[src/rtl/sinc3_decim_ctrl_if.sv]
// sinc3_decim_ctrl_if: output word handshake bundle.
// master drives data/valid, slave returns ready.
interface sinc3_decim_ctrl_if #(
  parameter int WIDTH = 16
);
  logic [WIDTH-1:0] out_data;
  logic             out_valid;
  logic             out_ready;

  modport master (
    output out_data,
    output out_valid,
    input  out_ready
  );

  modport slave (
    input  out_data,
    input  out_valid,
    output out_ready
  );
endinterface

[src/rtl/sinc3_decim_ctrl.sv]
// sinc3_decim_ctrl: word_clk generator, settle discard, output capture.
// Optional macro SINC3_CTRL_OVR_CNT_EN adds the ovr_cnt saturating counter.
module sinc3_decim_ctrl #(
  parameter int WIDTH        = 16,
  parameter int SETTLE_WORDS = 4,
  parameter int CAP_DLY      = 2
) (
  input  logic             mclkin,
  input  logic             rst,
  input  logic             en,
  input  logic [1:0]       dec_sel,
  input  logic [WIDTH-1:0] filt_data,
  input  logic             ovr_clr,
  output logic             word_clk,
  output logic             word_stb,
  output logic [1:0]       state,
  output logic             overrun,
`ifdef SINC3_CTRL_OVR_CNT_EN
  output logic [7:0]       ovr_cnt,
`endif
  sinc3_decim_ctrl_if.master bus
);

  localparam int SW = $clog2(SETTLE_WORDS + 1);

  typedef enum logic [1:0] {
    IDLE   = 2'd0,
    SETTLE = 2'd1,
    RUN    = 2'd2
  } st_t;

  st_t           st_q;
  st_t           st_d;
  logic [7:0]    div_cnt;
  logic [7:0]    div_nxt;
  logic [8:0]    dr_reg;
  logic [8:0]    dr_sel;
  logic [SW-1:0] settle_cnt;
  logic          start;
  logic          cap;
  logic          live;
  logic          last_settle;
  logic          ovr_evt;

  // state register
  always_ff @(posedge mclkin or posedge rst) begin
    if (rst) st_q <= IDLE;
    else     st_q <= st_d;
  end

  // next-state decode
  always_comb begin
    st_d = st_q;
    unique case (st_q)
      IDLE:    if (en) st_d = SETTLE;
      SETTLE: begin
        if (!en)              st_d = IDLE;
        else if (last_settle) st_d = RUN;
      end
      RUN:     if (!en) st_d = IDLE;
      default: st_d = IDLE;
    endcase
  end

  // decoded controls and state output
  always_comb begin
    state       = st_q;
    dr_sel      = 9'd32 << dec_sel;
    start       = (st_q == IDLE) && en;
    cap         = (st_q != IDLE) && en &&
                  (div_cnt == 8'(CAP_DLY));
    live        = cap && (st_q == RUN);
    last_settle = cap && (st_q == SETTLE) &&
                  (settle_cnt == SW'(SETTLE_WORDS - 1));
    ovr_evt     = live && bus.out_valid && !bus.out_ready;
    if ({1'b0, div_cnt} == dr_reg - 9'd1) div_nxt = 8'd0;
    else                                  div_nxt = div_cnt + 8'd1;
  end

  // divider, word clock, settle count and output word register
  always_ff @(posedge mclkin or posedge rst) begin
    if (rst) begin
      div_cnt       <= 8'd0;
      dr_reg        <= 9'd32;
      settle_cnt    <= '0;
      word_clk      <= 1'b0;
      word_stb      <= 1'b0;
      bus.out_data  <= '0;
      bus.out_valid <= 1'b0;
    end else begin
      unique case (1'b1)
        start: begin
          dr_reg     <= dr_sel;
          div_cnt    <= 8'd0;
          word_clk   <= 1'b1;
          word_stb   <= 1'b1;
          settle_cnt <= '0;
        end
        !en: begin
          div_cnt       <= 8'd0;
          word_clk      <= 1'b0;
          word_stb      <= 1'b0;
          bus.out_valid <= 1'b0;
        end
        default: begin
          div_cnt  <= div_nxt;
          word_clk <= {1'b0, div_nxt} < (dr_reg >> 1);
          word_stb <= (div_nxt == 8'd0);
          if (cap && (st_q == SETTLE))
            settle_cnt <= settle_cnt + SW'(1);
          if (live) begin
            bus.out_data  <= filt_data;
            bus.out_valid <= 1'b1;
          end else if (bus.out_valid && bus.out_ready) begin
            bus.out_valid <= 1'b0;
          end
        end
      endcase
    end
  end

  // sticky overrun: a new event beats a simultaneous clear
  always_ff @(posedge mclkin or posedge rst) begin
    if (rst)          overrun <= 1'b0;
    else if (start)   overrun <= 1'b0;
    else if (ovr_evt) overrun <= 1'b1;
    else if (ovr_clr) overrun <= 1'b0;
  end

`ifdef SINC3_CTRL_OVR_CNT_EN
  // saturating overrun event counter
  always_ff @(posedge mclkin or posedge rst) begin
    if (rst)                  ovr_cnt <= 8'd0;
    else if (start)           ovr_cnt <= 8'd0;
    else if (ovr_evt) begin
      if (ovr_clr)            ovr_cnt <= 8'd1;
      else if (ovr_cnt != '1) ovr_cnt <= ovr_cnt + 8'd1;
    end else if (ovr_clr)     ovr_cnt <= 8'd0;
  end
`endif

endmodule

[src/flat_wrapper.sv]
// flat-port wrapper written by rule: the top's interface ports become plain ports
module sinc3_decim_ctrl_flat 
#(
  parameter int WIDTH        = 16,
  parameter int SETTLE_WORDS = 4,
  parameter int CAP_DLY      = 2
)
  (mclkin, rst, en, dec_sel, filt_data, ovr_clr, word_clk, word_stb, state, overrun, bus_out_data, bus_out_valid, bus_out_ready);
  sinc3_decim_ctrl_if #(.WIDTH(WIDTH)) bus_i ();
  input  logic mclkin;
  input  logic rst;
  input  logic en;
  input  logic [1:0] dec_sel;
  input  logic [WIDTH-1:0] filt_data;
  input  logic ovr_clr;
  output logic word_clk;
  output logic word_stb;
  output logic [1:0] state;
  output logic overrun;
  output wire logic [$bits(bus_i.out_data)-1:0] bus_out_data;
  output wire logic [$bits(bus_i.out_valid)-1:0] bus_out_valid;
  input wire logic [$bits(bus_i.out_ready)-1:0] bus_out_ready;
  assign bus_out_data = bus_i.out_data;
  assign bus_out_valid = bus_i.out_valid;
  assign bus_i.out_ready = bus_out_ready;
  sinc3_decim_ctrl #(.WIDTH(WIDTH), .SETTLE_WORDS(SETTLE_WORDS), .CAP_DLY(CAP_DLY)) u_core (.mclkin(mclkin), .rst(rst), .en(en), .dec_sel(dec_sel), .filt_data(filt_data), .ovr_clr(ovr_clr), .word_clk(word_clk), .word_stb(word_stb), .state(state), .overrun(overrun), .bus(bus_i));
endmodule
[config.mk]
export PLATFORM = sky130hd
export DESIGN_NAME = sinc3_decim_ctrl_flat
export DESIGN_NICKNAME = d
export VERILOG_FILES = /design/src/rtl/sinc3_decim_ctrl_if.sv /design/src/rtl/sinc3_decim_ctrl.sv /design/src/flat_wrapper.sv
export SDC_FILE = /design/constraint.sdc
export NUM_CORES = 1
export LEC_CHECK = 0
export CAP_MARGIN = 15
export CELL_PAD_IN_SITES_DETAIL_PLACEMENT = 0
export CELL_PAD_IN_SITES_GLOBAL_PLACEMENT = 1
export CORE_MARGIN = 1.5
export CORE_UTILIZATION = 38
export CTS_CLUSTER_DIAMETER = 30
export DETAILED_ROUTE_END_ITERATION = 8
export PLACE_DENSITY = 0.77
export SLEW_MARGIN = 30
export SYNTH_ARGS = -nofsm -noshare
export SYNTH_HDL_FRONTEND = slang
export SYNTH_SLANG_ARGS = --single-unit
[constraint.sdc]
create_clock -name mclkin -period 3.3 [get_ports mclkin]
set_clock_uncertainty 0.1 [all_clocks]
set_input_delay 0.33 -clock mclkin [delete_from_list [all_inputs] [get_ports mclkin]]
set_output_delay 0.33 -clock mclkin [all_outputs]
set_load 0.05 [all_outputs]
==> results of run 1 <==
-- cells in the final DEF (no fill, tap or decap), types with 2 or more instances in the layout --
master / synthesis / final
ha_1: 9 / 9
o21ai_0: 9 / 9
nand2_1: 7 / 7
clkbuf_8: 0 / 6
mux2_4: 8 / 8
mux2_2: 8 / 8
nand2b_1: 3 / 3
inv_1: 8 / 8
dfrtp_1: 36 / 36
nand3b_1: 2 / 2
nor3b_1: 2 / 2
nand4_1: 2 / 2
and3_1: 2 / 2
nor2b_1: 3 / 3
clkdlybuf4s50_1: 0 / 44
xnor2_1: 4 / 4
nor2_1: 18 / 18
nand3_1: 8 / 8
o21a_1: 2 / 2
xor2_1: 9 / 9
-- layout make-up --
| class | instances | area [um^2] |
|---|---|---|
| inverters | 8 | 30.0 |
| multi-input cells | 109 | 826 |
| well taps | 52 | 65.1 |
| flip-flops and latches | 37 | 927 |
| clock buffers | 7 | 86.3 |
| clock inverters | 1 | 30.0 |
| repair buffers | 45 | 448 |
| fillers | 397 | 2060 |
-- path summary, 6_finish.rpt --
kind	start	slack [ns]	cells past startpoint	endpoint
min reg2reg	u_core.bus.out_data[7]	0.41	1	u_core.bus.out_data[7]
max reg2reg	u_core.dr_reg[5]	0.43	11	u_core.word_clk
min in group mclkin	u_core.bus.out_data[7]	0.41	1	u_core.bus.out_data[7]
min	rst	0.40	2	u_core.bus.out_data[12]
max in group asynchronous	rst	1.90	3	u_core.dr_reg[5]
max	u_core.dr_reg[5]	0.43	11	u_core.word_clk
-- per-stage QoR --
step           util [%]  total power (W)
3_5_place_dp       51.3         0.000589
5_1_grt            53.9          0.00103
2_1_floorplan         -         0.000540
3_3_place_gp       51.3         0.000583
6_report           53.9         0.000987
4_1_cts            53.9         0.000999
-- synthesized netlist by cell type --
cell type  number  share of area (%)
nand2b_1        3                1.0
mux2_2          8                5.0
xor2_1          9                4.4
ha_1            9                6.2
mux2_4          8                6.6
and2_1          1               0.35
xnor2_1         4                1.9
buf_2           2               0.55
o221ai_1        1               0.48
mux2i_1         1               0.55
dfrtp_1        36                 50
nor2_1         18                3.7
buf_6           1               0.62
nand3_4         1               0.97
inv_1           8                1.7
o21ai_0         9                2.5
or2_0           1               0.35
nand4_1         2               0.69
nor3b_1         2               0.83
nand4b_1        1               0.48
and3_1          2               0.69
nor4_1          1               0.35
a21oi_1         1               0.28
clkbuf_1        1               0.21
nor3_1          1               0.28
a311oi_1        1               0.48
nand3_1         8                2.2
and3_2          1               0.42
dfstp_2         1                1.5
nor2b_1         3                1.0
nand3b_1        2               0.83
nand2_1         7                1.5
a31oi_1         1               0.35
or3_1           1               0.35
o21a_1          2               0.83
-- per-layer routing --
| layer | track usage [%] | up-vias | wire length (um) |
|---|---|---|---|
| li1 | - | 632 | - |
| met1 | 19.7 | 654 | 1720 |
| met2 | 27.6 | 26 | 2100 |
| met3 | 4.17 | 8 | 115 |
| met4 | 8.60 | 0 | 76 |
| met5 | 0 | - | 0 |
-- cell families (layout without fill, tap and decap cells) --
logic type | count (synthesis) | count (layout)
AND/OR/NAND/NOR | 55 | 55
buffers and inverters | 12 | 61
adder cells (fa/ha/maj) | 9 | 9
XOR/XNOR | 13 | 13
AO/OA/AOI/OAI | 15 | 15
flip-flops | 37 | 37
multiplexers | 17 | 17
-- critical path, delay by kind of cell (launching register included) --
kind,cells,cell delay [ns]
AOI/OAI and AO/OA,2,0.38
xor gates and xnor gates,1,0.16
adders and majority gates,2,0.61
buffers and inverters,1,0.07
DFF,1,0.56
and+or+nand+nor,5,0.90
-- power by group --
group          internal (W)  leakage, nW  total [W]  switching (W)
Combinational     0.0000513        0.587   0.000106      0.0000543
Sequential         0.000464        0.504   0.000474     0.00000945
Clock              0.000246       0.0585   0.000408       0.000161
Total              0.000762         1.15   0.000987       0.000225
==> metrics.txt, run 1 <==
initial antenna violation count 0; Slew HR between 40% and 50%; first-pass GRT wire length 6360 um; Initial Util 40.4%; Synth Area in Simple Gates 16.1%; final worst slack 0.426 ns; number of setup buffers added after CTS 0; total wire length 4010 um; Final Hold Fails 0; worst-path cell chain inv_1, ha_1, xor2_1, nand4_1, nor3b_1, nor2_1, ha_1, o21a_1, nor2_1, a311oi_1, nand2_1; Post-DRT Antenna Nets 0; die height 72.0 um; Die X a little over 70 um; Layout Cells excl Fill 259; share of post-route cells with drive strength above 1 between 10% and 20%; die area slightly above 5000 um^2; overall routing resource usage 16.5%; Adder-Cell Fraction of Synth Area 6.23%; worst skew pair latency 0.29 ns; Vias between 1,000 and 1,500; max-cap viol count 0; dpl hpwl 3000 um; maximum VDD drop roughly 0.26 mV; period utilisation layout 87.1%; CP required 3.38 ns; Largest register FFs 16; status completed; Hold WS 0.402 ns; Antenna Cells 0; Startpoint Class flop; dpl cell area 2300 um^2; Leakage 1.15 nW; highest clock rate 0.348 GHz; Area Overhead vs Synth 33.4%; RSZ-0062 raised after global routing no; worst-path cell with the longest stage delay dfstp_2; HP Class input pin to async pin; Final #Nets 238; CP Max Fanout 5; drt first pass iters 4; max incr delay on CP 0.56 ns; min Tclk post-route about 2.9 ns; XOR/XNOR Fraction of Synth Area 6.30%; Yosys reg bits 37; pre-CTS WS 0.463 ns; number of I/O pins 45; Slew Limit Fails 0; PD cells 409 nW/um^2; core area 4470 um^2; synthesized area 1810 um^2; Clock Tree Root clkbuf_8; Crit. End Element flop; PostCTS Resize Cnt 0; Port-buffer cells 44; GP Congestion 0.842; Final setup viols 0; CTS Buf Count 5; synth warn 0; H-tree levels 2; hold-fix buffers at CTS 0; unique cell type count in the Yosys netlist 35; complex-gate fraction of the synthesized area under 10%; post-synthesis mux area share 12.2%; sequential fraction of the synthesis area 51.3%; Net Count, Synth 190; initial drt markers 84; cell total after placement about 250; Worst Setup Path Type flop to flop; CTS tree yes; GR Overflow Total 0; CTS max path bufs 2; Rows 24; Residual DRC 0; setup TNS 0 ns; wire length per cell 15.5 um; clk slew on worst S/H paths roughly 0.070 ns; CP Data Arrival Time 2.96 ns; main combinational cell family by area after synthesis simple AND/OR/NAND/NOR gates; pin count of the biggest net entering global routing 23; average vias per placed instance 5.10; Final Cell Area 2410 um^2; worst slew pin tran 0.843 ns; Syn Area/Cell between 10 and 15 um^2; Syn Inst Count 158; vias in the first global route about 1,300; CTS sink cnt 37
Power figures use the tool's default switching activity.
==> run 2: changes to the inputs <==
--- a/config.mk
+++ b/config.mk
@@ -8,11 +8,13 @@
 export CAP_MARGIN = 15
 export CELL_PAD_IN_SITES_DETAIL_PLACEMENT = 0
 export CELL_PAD_IN_SITES_GLOBAL_PLACEMENT = 1
+export CORE_ASPECT_RATIO = 0.6
 export CORE_MARGIN = 1.5
-export CORE_UTILIZATION = 38
+export CORE_UTILIZATION = 39
+export CTS_BUF_LIST = sky130_fd_sc_hd__clkbuf_8
 export CTS_CLUSTER_DIAMETER = 30
 export DETAILED_ROUTE_END_ITERATION = 8
-export PLACE_DENSITY = 0.77
+export PLACE_DENSITY = 0.79
 export SLEW_MARGIN = 30
 export SYNTH_ARGS = -nofsm -noshare
 export SYNTH_HDL_FRONTEND = slang
==> run 2 against run 1 <==
  * Global-route usage rose by 0.17 points
  * Design area decreased by 0.99%
  * Sequential share of layout area rose by 0.38 points
  * Cell count up 3.1%
  * Hold slack worse by 0.039 ns
  * Sequential cell count unchanged
  * Combinational power barely moved
  * Register-to-register slack worse by 0.02 ns
  * Via count decreased by 1.5%
  * Clock-buffer cell count fell by 2
  * Critical endpoint unchanged
  * Highest routed layer is now met3
==> metrics.txt, run 2 (synthesized netlist as in run 1, its figures left out) <==
highest clock rate 0.345 GHz (-0.73%); CTS sink cnt 37 (unchanged); initial drt markers 63 (-25%); worst slew pin tran 0.624 ns (-0.219 ns); overall routing resource usage 16.7% (+0.17 points); Crit. End Element flop; drt first pass iters 4 (unchanged); PostCTS Resize Cnt 0 (unchanged); Final Cell Area 2390 um^2 (-0.99%); dpl cell area 2310 um^2 (+0.44%); number of setup buffers added after CTS 0 (unchanged); first-pass GRT wire length 6650 um (+4.6%); initial antenna violation count 0 (unchanged); most common cell after layout, fill and taps aside clkdlybuf4s50_1; Slew Limit Fails 0 (unchanged); setup TNS 0 ns (unchanged); pin count of the biggest net entering global routing 38 (+65%); Leakage 1.14 nW (-0.81%); Final #Nets 238 (unchanged); RSZ-0062 raised after global routing no; Residual DRC 0 (unchanged); PD cells 366 nW/um^2 (-11%); Die X 90.9 um (+26%); die area 5070 um^2 (-2.2%); Startpoint Class flop; clk slew on worst S/H paths 0.07 ns (about the same); vias in the first global route 1,327 (+0.23%); hold-fix buffers at CTS 0 (unchanged); share of post-route cells with drive strength above 1 13.0% (unchanged); post-layout power 0.000873 W (-12%); CP Max Fanout 5 (unchanged); Final Hold Fails 0 (unchanged); H-tree levels 2 (unchanged); dpl hpwl 3080 um (+2.6%); Largest register FFs 16 (unchanged); status completed; total wire length 3990 um (-0.45%); core area 4280 um^2 (-4.4%); min Tclk post-route 2.89 ns (+0.0211 ns); CTS tree yes; worst skew pair latency 0.28 ns (about the same); CTS max path bufs 2 (unchanged); Final setup viols 0 (unchanged); max-cap viol count 0 (unchanged); CTS Buf Count 5 (unchanged); Rows 18 (-25%); CP Data Arrival Time 2.96 ns (about the same); R2R depth 11 (unchanged); Reg-to-Reg Start u_core.dr_reg[5]; Worst Setup Path Type flop to flop; Slew HR 58.3% (+15 points); CP required 3.36 ns (-0.02 ns); Area Overhead vs Synth 32.1%; reg2reg setup slack 0.41 ns (-0.02 ns); Critical Path Sink u_core.word_clk; number of I/O pins 45 (unchanged); pre-CTS WS 0.447 ns (-0.0162 ns); Initial Util 42.3% (+1.8 points); wire length per cell 15.0 um (-3.4%); Worst setup startpoint u_core.dr_reg[5]; commonest cells after routing, fill and taps aside clkdlybuf4s50_1, dfrtp_1, nor2_1; Clock Tree Root clkbuf_8; maximum VDD drop 0.182 mV (-30%); Antenna Cells 0 (unchanged); Port-buffer cells 44 (unchanged); GR Overflow Total 0 (unchanged); average vias per placed instance 4.87 (-4.5%); HP Class input pin to async pin; FF-to-FF End u_core.word_clk; Post-DRT Antenna Nets 0 (unchanged); die height 55.7 um (-23%); final worst slack 0.405 ns (-0.0211 ns); period utilisation layout 87.7% (+0.64 points); Vias 1,300 (-1.5%); GP Congestion 0.841 (-0.13%)
## run 2: area by class of cell
cell class | count | area (um^2)
Clock buffer | 5 | 68.8
Clock inverter | 3 | 13.8
Fill cell | 372 | 1890
Inverter | 8 | 30.0
Multi-Input combinational cell | 109 | 826
Sequential cell | 37 | 927
Tap cell | 60 | 75.1
Timing Repair Buffer | 45 | 448
## run 2: worst min-delay path by stage
stage,endpoint,cells past startpoint
floorplan,u_core.dr_reg[8],2
global placement,u_core.bus.out_data[14],1
detailed placement,u_core.bus.out_data[6],1
CTS,u_core.dr_reg[7],3
global route,u_core.dr_reg[8],3
finish,u_core.bus.out_data[3],3
## run 2: worst max-delay path, stage by stage (launching register included)
cell and delay, ns:
dfstp_2 0.56, inv_1 0.07, ha_1 0.30, xor2_1 0.15
nand4_1 0.11, nor3b_1 0.56, nor2_1 0.12, ha_1 0.30
o21a_1 0.12, nor2_1 0.05, a311oi_1 0.25, nand2_1 0.08
## run 2: routing by layer
metal	routed length (um)	track usage, %	up-vias
met5	0	0	-
met1	1850	22.7	636
met3	187	4.64	0
met4	0	2.68	0
met2	1950	27.1	30
li1	-	-	634
## run 2: power by group
part	leakage [nW]	internal [W]	switching, W
combinational	0.587	0.0000512	0.0000541
sequential	0.504	0.000465	0.00000981
clock	0.0491	0.000143	0.000150
## run 2: stage by stage
stage	hold slack [ns]	util [%]	instances
after floorplan	0.368	-	158
after global placement	0.388	53.9	259
after detailed placement	0.399	53.9	259
after CTS	0.375	55.8	267
after global routing	0.402	55.8	267
final	0.364	55.8	267
